===== config.mk =====
export PLATFORM = sky130hd
export DESIGN_NAME = video_timing_gen
export DESIGN_NICKNAME = d
export VERILOG_FILES = /design/src/rtl/video_timing_gen.sv
export SDC_FILE = /design/constraint.sdc
export NUM_CORES = 1
export LEC_CHECK = 0
export ABC_AREA = 1
export CORE_ASPECT_RATIO = 1.4
export CORE_MARGIN = 2
export CORE_UTILIZATION = 38
export CTS_CLUSTER_SIZE = 14
export DETAILED_ROUTE_END_ITERATION = 8
export PLACE_DENSITY_LB_ADDON = 0.25
export RECOVER_POWER = 50
export SYNTH_ARGS = -nofsm -noshare
export SYNTH_HDL_FRONTEND = slang
export SYNTH_SLANG_ARGS = --single-unit

===== constraint.sdc =====
create_clock -name CLK -period 1.9 [get_ports CLK]
set_input_delay 0.57 -clock CLK [delete_from_list [all_inputs] [get_ports CLK]]
set_output_delay 0.57 -clock CLK [all_outputs]
set_load 0.01 [all_outputs]

===== src/rtl/video_timing_gen.sv =====
// Parametrised raster timing generator: pixel/line counters, sync/blank decodes,
// field flag and a double-buffered raster-compare interrupt.
module video_timing_gen #(
    parameter int H_W          = 9,
    parameter int V_W          = 9,
    parameter int H_TOTAL      = 384,
    parameter int V_TOTAL      = 264,
    parameter int H_SYNC_START = 0,
    parameter int H_SYNC_LEN   = 32,
    parameter int H_ACT_START  = 56,
    parameter int H_ACT_END    = 376,
    parameter int V_SYNC_START = 0,
    parameter int V_SYNC_LEN   = 8,
    parameter int V_ACT_START  = 16,
    parameter int V_ACT_END    = 240,
    parameter int H_IRQ_POS    = 0
) (
    input  logic           CLK,
    input  logic           RESET,
    input  logic           CE,
    output logic [H_W-1:0] H_CNT,
    output logic [V_W-1:0] V_CNT,
    output logic [6:0]     DIV,
    output logic           HSYNC,
    output logic           VSYNC,
    output logic           HBLANK,
    output logic           VBLANK,
    output logic           ACTIVE,
    output logic           LINE_START,
    output logic           FRAME_START,
    output logic           FIELD,
    input  logic           CMP_WR,
    input  logic           CMP_EN_IN,
    input  logic [V_W-1:0] CMP_LINE,
    input  logic           IRQ_ACK,
    output logic           RASTER_IRQ
);

    localparam bit LP_BAD =
        (H_W < 7) || (H_TOTAL < 1) || (V_TOTAL < 1) ||
        (H_TOTAL - 1 >= (1 << H_W)) || (V_TOTAL - 1 >= (1 << V_W)) ||
        (H_SYNC_START + H_SYNC_LEN > H_TOTAL) || (V_SYNC_START + V_SYNC_LEN > V_TOTAL) ||
        (H_ACT_START > H_ACT_END) || (H_ACT_END > H_TOTAL) ||
        (V_ACT_START > V_ACT_END) || (V_ACT_END > V_TOTAL) ||
        (H_IRQ_POS >= H_TOTAL);

    if (LP_BAD) begin : g_param_check
        $error("video_timing_gen: invalid timing parameters");
    end

    localparam logic [H_W-1:0] LP_H_LAST   = H_W'(H_TOTAL - 1);
    localparam logic [V_W-1:0] LP_V_LAST   = V_W'(V_TOTAL - 1);
    localparam logic [H_W-1:0] LP_H_IRQ    = H_W'(H_IRQ_POS);
    localparam logic [H_W-1:0] LP_HS_START = H_W'(H_SYNC_START);
    localparam logic [H_W:0]   LP_HS_LEN   = (H_W+1)'(H_SYNC_LEN);
    localparam logic [H_W-1:0] LP_HA_START = H_W'(H_ACT_START);
    localparam logic [H_W:0]   LP_HA_LEN   = (H_W+1)'(H_ACT_END - H_ACT_START);
    localparam logic [V_W-1:0] LP_VS_START = V_W'(V_SYNC_START);
    localparam logic [V_W:0]   LP_VS_LEN   = (V_W+1)'(V_SYNC_LEN);
    localparam logic [V_W-1:0] LP_VA_START = V_W'(V_ACT_START);
    localparam logic [V_W:0]   LP_VA_LEN   = (V_W+1)'(V_ACT_END - V_ACT_START);

    logic [H_W-1:0] r_h;
    logic [V_W-1:0] r_v;
    logic           r_field;
    logic           r_pend_en;
    logic [V_W-1:0] r_pend_line;
    logic           r_act_en;
    logic [V_W-1:0] r_act_line;
    logic           r_irq;

    logic           w_h_last;
    logic           w_v_last;
    logic           w_frame_wrap;
    logic           w_irq_set;
    logic [H_W-1:0] w_hs_off;
    logic [H_W-1:0] w_ha_off;
    logic [V_W-1:0] w_vs_off;
    logic [V_W-1:0] w_va_off;

    assign w_h_last     = (r_h == LP_H_LAST);
    assign w_v_last     = (r_v == LP_V_LAST);
    assign w_frame_wrap = CE & w_h_last & w_v_last;
    assign w_irq_set    = CE & r_act_en & (r_v == r_act_line) & (r_h == LP_H_IRQ);

    always_ff @(posedge CLK or posedge RESET) begin
        if (RESET) begin
            r_h     <= '0;
            r_v     <= '0;
            r_field <= 1'b0;
        end else if (CE) begin
            if (w_h_last) begin
                r_h <= '0;
                if (w_v_last) begin
                    r_v     <= '0;
                    r_field <= ~r_field;
                end else begin
                    r_v <= r_v + 1'b1;
                end
            end else begin
                r_h <= r_h + 1'b1;
            end
        end
    end

    // A write landing on the frame-wrap edge bypasses pending straight into active.
    always_ff @(posedge CLK or posedge RESET) begin
        if (RESET) begin
            r_pend_en   <= 1'b0;
            r_pend_line <= '0;
            r_act_en    <= 1'b0;
            r_act_line  <= '0;
        end else begin
            if (CMP_WR) begin
                r_pend_en   <= CMP_EN_IN;
                r_pend_line <= CMP_LINE;
            end
            if (w_frame_wrap) begin
                r_act_en   <= CMP_WR ? CMP_EN_IN : r_pend_en;
                r_act_line <= CMP_WR ? CMP_LINE  : r_pend_line;
            end
        end
    end

    always_ff @(posedge CLK or posedge RESET) begin
        if (RESET) begin
            r_irq <= 1'b0;
        end else if (w_irq_set) begin
            r_irq <= 1'b1;
        end else if (IRQ_ACK) begin
            r_irq <= 1'b0;
        end
    end

    // Window test as (cnt - start) < len: below-start values wrap high and fall outside.
    assign w_hs_off = r_h - LP_HS_START;
    assign w_ha_off = r_h - LP_HA_START;
    assign w_vs_off = r_v - LP_VS_START;
    assign w_va_off = r_v - LP_VA_START;

    assign H_CNT       = r_h;
    assign V_CNT       = r_v;
    assign DIV         = r_h[6:0];
    assign HSYNC       = ({1'b0, w_hs_off} < LP_HS_LEN);
    assign VSYNC       = ({1'b0, w_vs_off} < LP_VS_LEN);
    assign HBLANK      = ~({1'b0, w_ha_off} < LP_HA_LEN);
    assign VBLANK      = ~({1'b0, w_va_off} < LP_VA_LEN);
    assign ACTIVE      = ~HBLANK & ~VBLANK;
    assign LINE_START  = (r_h == '0);
    assign FRAME_START = (r_h == '0) && (r_v == '0);
    assign FIELD       = r_field;
    assign RASTER_IRQ  = r_irq;

endmodule


======== Word level (Yosys, flattened, before mapping) ========
Cells that the tools add are included.
Widths: inputs -> output; s select.
word-level totals
  flip-flop bits (word level) ............. 40
  bits of input ports ..................... 15
  output and inout bits ................... 34
  word-level logic and storage cells ...... 40
cells by class
  add/sub/neg operators ................... 4
  magnitude comparators ................... 4
  equal/unequal tests ..................... 3
  muxes and demuxes ....................... 6
  bitwise operators ....................... 9
  reduce and logical (&&, ||, !) cells .... 6
operators with widths
  operator             number
  $mux 9               3
  $add 9x1->9 const B  2
  $eq 9x9->1 const B   2
  $logic_not 9->1      2
  $eq 9x9->1           1
  $lt 9x4->1 const B   1
  $lt 9x6->1 const B   1
  $lt 9x8->1 const B   1
  $lt 9x9->1 const B   1
  $sub 9x5->9 const B  1
  $sub 9x6->9 const B  1
  $and 1x1->1          6
  $mux 1               3
  $not 1->1            3
  $reduce_and 3->1     1
  $reduce_and 2->1     1
  $reduce_bool 2->1    1
  $logic_and 1x1->1    1

======== Longest topological paths before layout ========
  word-level depth ........................ 4
  gate-level depth with buffers ........... 9
  gate-level depth less buffers ........... 8

======== Worst setup path before layout ========
No wires, ideal clock.
  path kind ............................... register to output
  from .................................... register r_v[4] (netlist: V_CNT[4])
  to ...................................... output port ACTIVE
  data arrival time ....................... 1387 ps
  required time ........................... 1330 ps
  setup slack ............................. -57 ps
  stages on the path, launching flop included .. 7
  path buffers ............................ 0
  path through ............................ dfrtp_1 > inv_1 > ha_1 > nand3_1 > xor2_1 > nand2_1 > nor2_1
on the way
  word-level cells in the longest chain between the ends .. 3
ends and longest elaborated chain
  element                   RTL line  RTL
  start: declaration        64        logic [V_W-1:0] r_v;
  start signal: assignment  98        r_v <= r_v + 1'b1;
  $sub 9x5->9               139       assign w_va_off = r_v - LP_VA_START;
  $lt 9x8->1                147       assign VBLANK = ~({1'b0, w_va_off} < LP_VA_LEN);
  $and 1x1->1               148       assign ACTIVE = ~HBLANK & ~VBLANK;
  end: declaration          28        output logic ACTIVE,
No other way between the ends.

======== Worst setup path in the final report ========
  from .................................... register r_v[5] (netlist: V_CNT[5])
  to ...................................... output port ACTIVE
The elaborated chain is that of the path after synthesis.

==> results.yml <==
setup_path:
  cp-end-kind: "output pin"
  crit_path_max_incr_delay_ns: 0.41
  worstPathArrival_ns: 1.54
  crit_path_max_fanout: 2
  rrSetupSlack_ns: -0.05
  cpMaxStageDelayCell: "sky130_fd_sc_hd__dfrtp_2"
  regToRegStartpoint: "H_CNT[4]"
  crit_type: "flip-flop to output pin"
  crit_path_cell_trace: "inv_2 -> ha_4 -> nor3b_2 -> nand3_1 -> nand2_2 -> nor2_1 -> buf_2"
  worst_ep_required_time_ns: 1.33
  worstSetupStartpointType: "flip-flop"
  r2r.worst_path.cells: 14
  rr_endpoint: "H_CNT[7]"
  critical-path-top-delay-family: "simple AND/OR/NAND/NOR gates"
  critical_path_buf_inv_count: 2
clock_tree:
  worst_setup_hold_path_clk_slew_ns: 0.08
  cts_made_buffers: 5
  cts_tree: "yes"
  holdBufCountCts: 0
  htree_num_levels: 2
  clkLatencyLatePin_ns: 0.29
  clk_root_buffer_cell: "sky130_fd_sc_hd__clkbuf_8"
  cts-root-to-sink-buffers: 2
  cts.sinks: 40
global_routing:
  grt_overflow: 0
  grt_antenna_before_repair: 0
  grt_use_total: 0.1866
  maximum_number_of_pins_on_one_net_before_global_route_repair: 41
  first_pass_grt_wire_length_um: 9121
  grt_pass1_vias: 2029
synthesis:
  yosys.area.top_type_share: 0.4533
  synth_area_leaders: "sky130_fd_sc_hd__dfrtp_1, sky130_fd_sc_hd__nand2_1, sky130_fd_sc_hd__inv_1, sky130_fd_sc_hd__mux2_2, sky130_fd_sc_hd__o21ai_0"
  syn_avg_cell_area_um2: 8.119
  seq_area_frac_synth: 0.4533
  postSynthNetCount: 293
  synth_largest_area_cell: "sky130_fd_sc_hd__dfrtp_1"
  post_synth_instance_area_um2: 2208
  synth.yosys.warnings: 0
  synth_cells: 272
  ys_ff_latch: 40
  ys_types: 26
min_path:
  worstHoldStart: "RASTER_IRQ"
  min_path_type: "flip-flop to flip-flop"
  whs_endpoint: "RASTER_IRQ"
  hold_depth: 2
timing:
  worst_clock_skew_ns: 0.006776
  fin_ws_ns: -0.2120
  setup-tns-final_ns: -0.9712
  timing.slew.headroom: 0.3128
  grt_setup_unrepaired: "true"
  report.final.setup_viol: 16
  slew_viol_final: 0
  min_period_ns: 2.112
  fin_crit_sh: 1.112
  worst_pin_slew_ns: 1.031
  number_of_hold_slack_violations_in_the_final_timing_report: 0
  achievable-frequency_ghz: 0.4735
pwr:
  totalPowerFinal_mw: 2.745
  irDropWorstVdd_mv: 0.5538
  power_per_cell_area_nw_per_um2: 815.3
  power.static_leakage_nw: 1.777
job:
  timing.max_cap.violations: 0
cells_and_area:
  relative_area_change_from_synthesis_to_final_layout_pct: 52.46
  final_common_cell: "sky130_fd_sc_hd__nand2_1"
  design.final.nets: 397
  antenna_cells_inserted: 0
  final_cell_mix: "sky130_fd_sc_hd__nand2_1, sky130_fd_sc_hd__buf_4, sky130_fd_sc_hd__dfrtp_1"
  stdcell_area_um2: 3367
  final_layout_size_suffix_gt1_frac: 0.3138
die:
  die_width_um: 68.43
  io-pin-count: 49
  floorplan.die_area_um2: 6446
  die-height_um: 94.20
  initial_core_util: 0.3968
  rows: 32
  core_region_area_um2: 5565
drt:
  routed-wl-met2_um: 3011
  drcViolationCount: 0
  drt_pass1_iterations: 4
  highest_layer: "met4"
  drt-wirelength-per-cell_um: 12.73
  avgViaCountPerCell: 4.709
  detailroute.wirelength.met3_um: 246
  first_iter_violations: 88
  antenna_violating_nets_post_route: 0
  drt-total-wl_um: 5653
  m1_wire_length_um: 2292
  overall_via_count_from_detail_route: 2091
outcome:
  status: "finished with violations"
  failed_checks: "setup timing"
placed_design:
  numPortBuffers: 48
  detailed_place_hpwl_um: 4085
  dpl_cell_area_um2: 3075
  placement.setup.worst_slack_ns: -0.3426
  finalWeightedCongestion: 0.9207
[layer usage]
layer	vias up	global-route usage
li1	1056	-
met1	969	0.2235
met2	56	0.3357
met3	10	0.02518
met4	0	0.05333
met5	-	0
[metrics by stage]
stage	utilization	std cells	hold slack, ns
6_report	0.6050	444	0.4808
2_1_floorplan	-	272	0.4641
3_3_place_gp	0.5526	422	0.4646
3_5_place_dp	0.5526	422	0.4655
4_1_cts	0.5823	438	0.4876
5_1_grt	0.6050	444	0.5095
[how the worst max path moves through the flow]
stage          startpoint     endpoint  slack, ns  depth (start not counted)
6_report         V_CNT[5]       ACTIVE      -0.21                          7
5_1_grt          V_CNT[5]       ACTIVE      -0.26                          7
4_1_cts          H_CNT[0]  FRAME_START      -0.21                          7
3_5_place_dp     V_CNT[4]  FRAME_START      -0.34                          5
3_3_place_gp     V_CNT[4]  FRAME_START      -0.35                          5
2_1_floorplan    V_CNT[4]       ACTIVE      0.003                          6
[worst reg2reg max path, delay by kind of cell (launching register included)]
kind | cells | cell delay [ns]
buf+inv | 8 | 1.06
simple gates | 6 | 0.46
flops | 1 | 0.35
[cell type report]
class,instances,area (µm²)
sequential,40,1005
multi-input combinational,183,1114
tap,68,85.08
clock buffer,5,68.82
fill,498,2198
clock inverter,2,12.51
inverter,36,135.1
timing repair buffer,110,947.2
[where the power goes]
group / switching (mW) / internal [mW]
sequential: 0.0645 / 0.956
combinational: 0.575 / 0.605
clock: 0.297 / 0.249
[flip-flops by register name, indices dropped and copies added, names as in the netlist]
register / count
r_pend_line: 9
RASTER_IRQ: 1
H_CNT: 9
FIELD: 1
r_act_line: 9
V_CNT: 9
r_pend_en: 1
r_act_en: 1
[Yosys cell counts (all sizes together)]
cell type  number
a21oi           3
ha              6
nand4           5
nor3b           1
mux2           10
o21ai          22
nor2           27
inv            36
buf            13
o211ai          1
nor4            1
nand3          18
nand2          79
nor3            2
xor2            8
dfrtp          40
[timing repair]
action                                  4_1_cts  5_1_grt
pin swaps                                     8       14
cloned                                        0        0
gates resized for setup                      57       38
endpoints found under the hold margin         0        0
endpoints found under the setup margin       17       21
buffers inserted                              9        6
[cell families (layout without fill, tap and decap cells)]
kind of cell	after synthesis	in the layout	share of synthesized area
flip-flops	40	40	0.4533
AO/OA/AOI/OAI	26	26	0.06005
buffers and inverters	49	153	0.1026
multiplexers	10	10	0.05099
AND/OR/NAND/NOR	133	133	0.2640
adder cells (fa/ha/maj)	6	6	0.03399
XOR/XNOR	8	8	0.03513
Power figures use the tool's default switching activity.
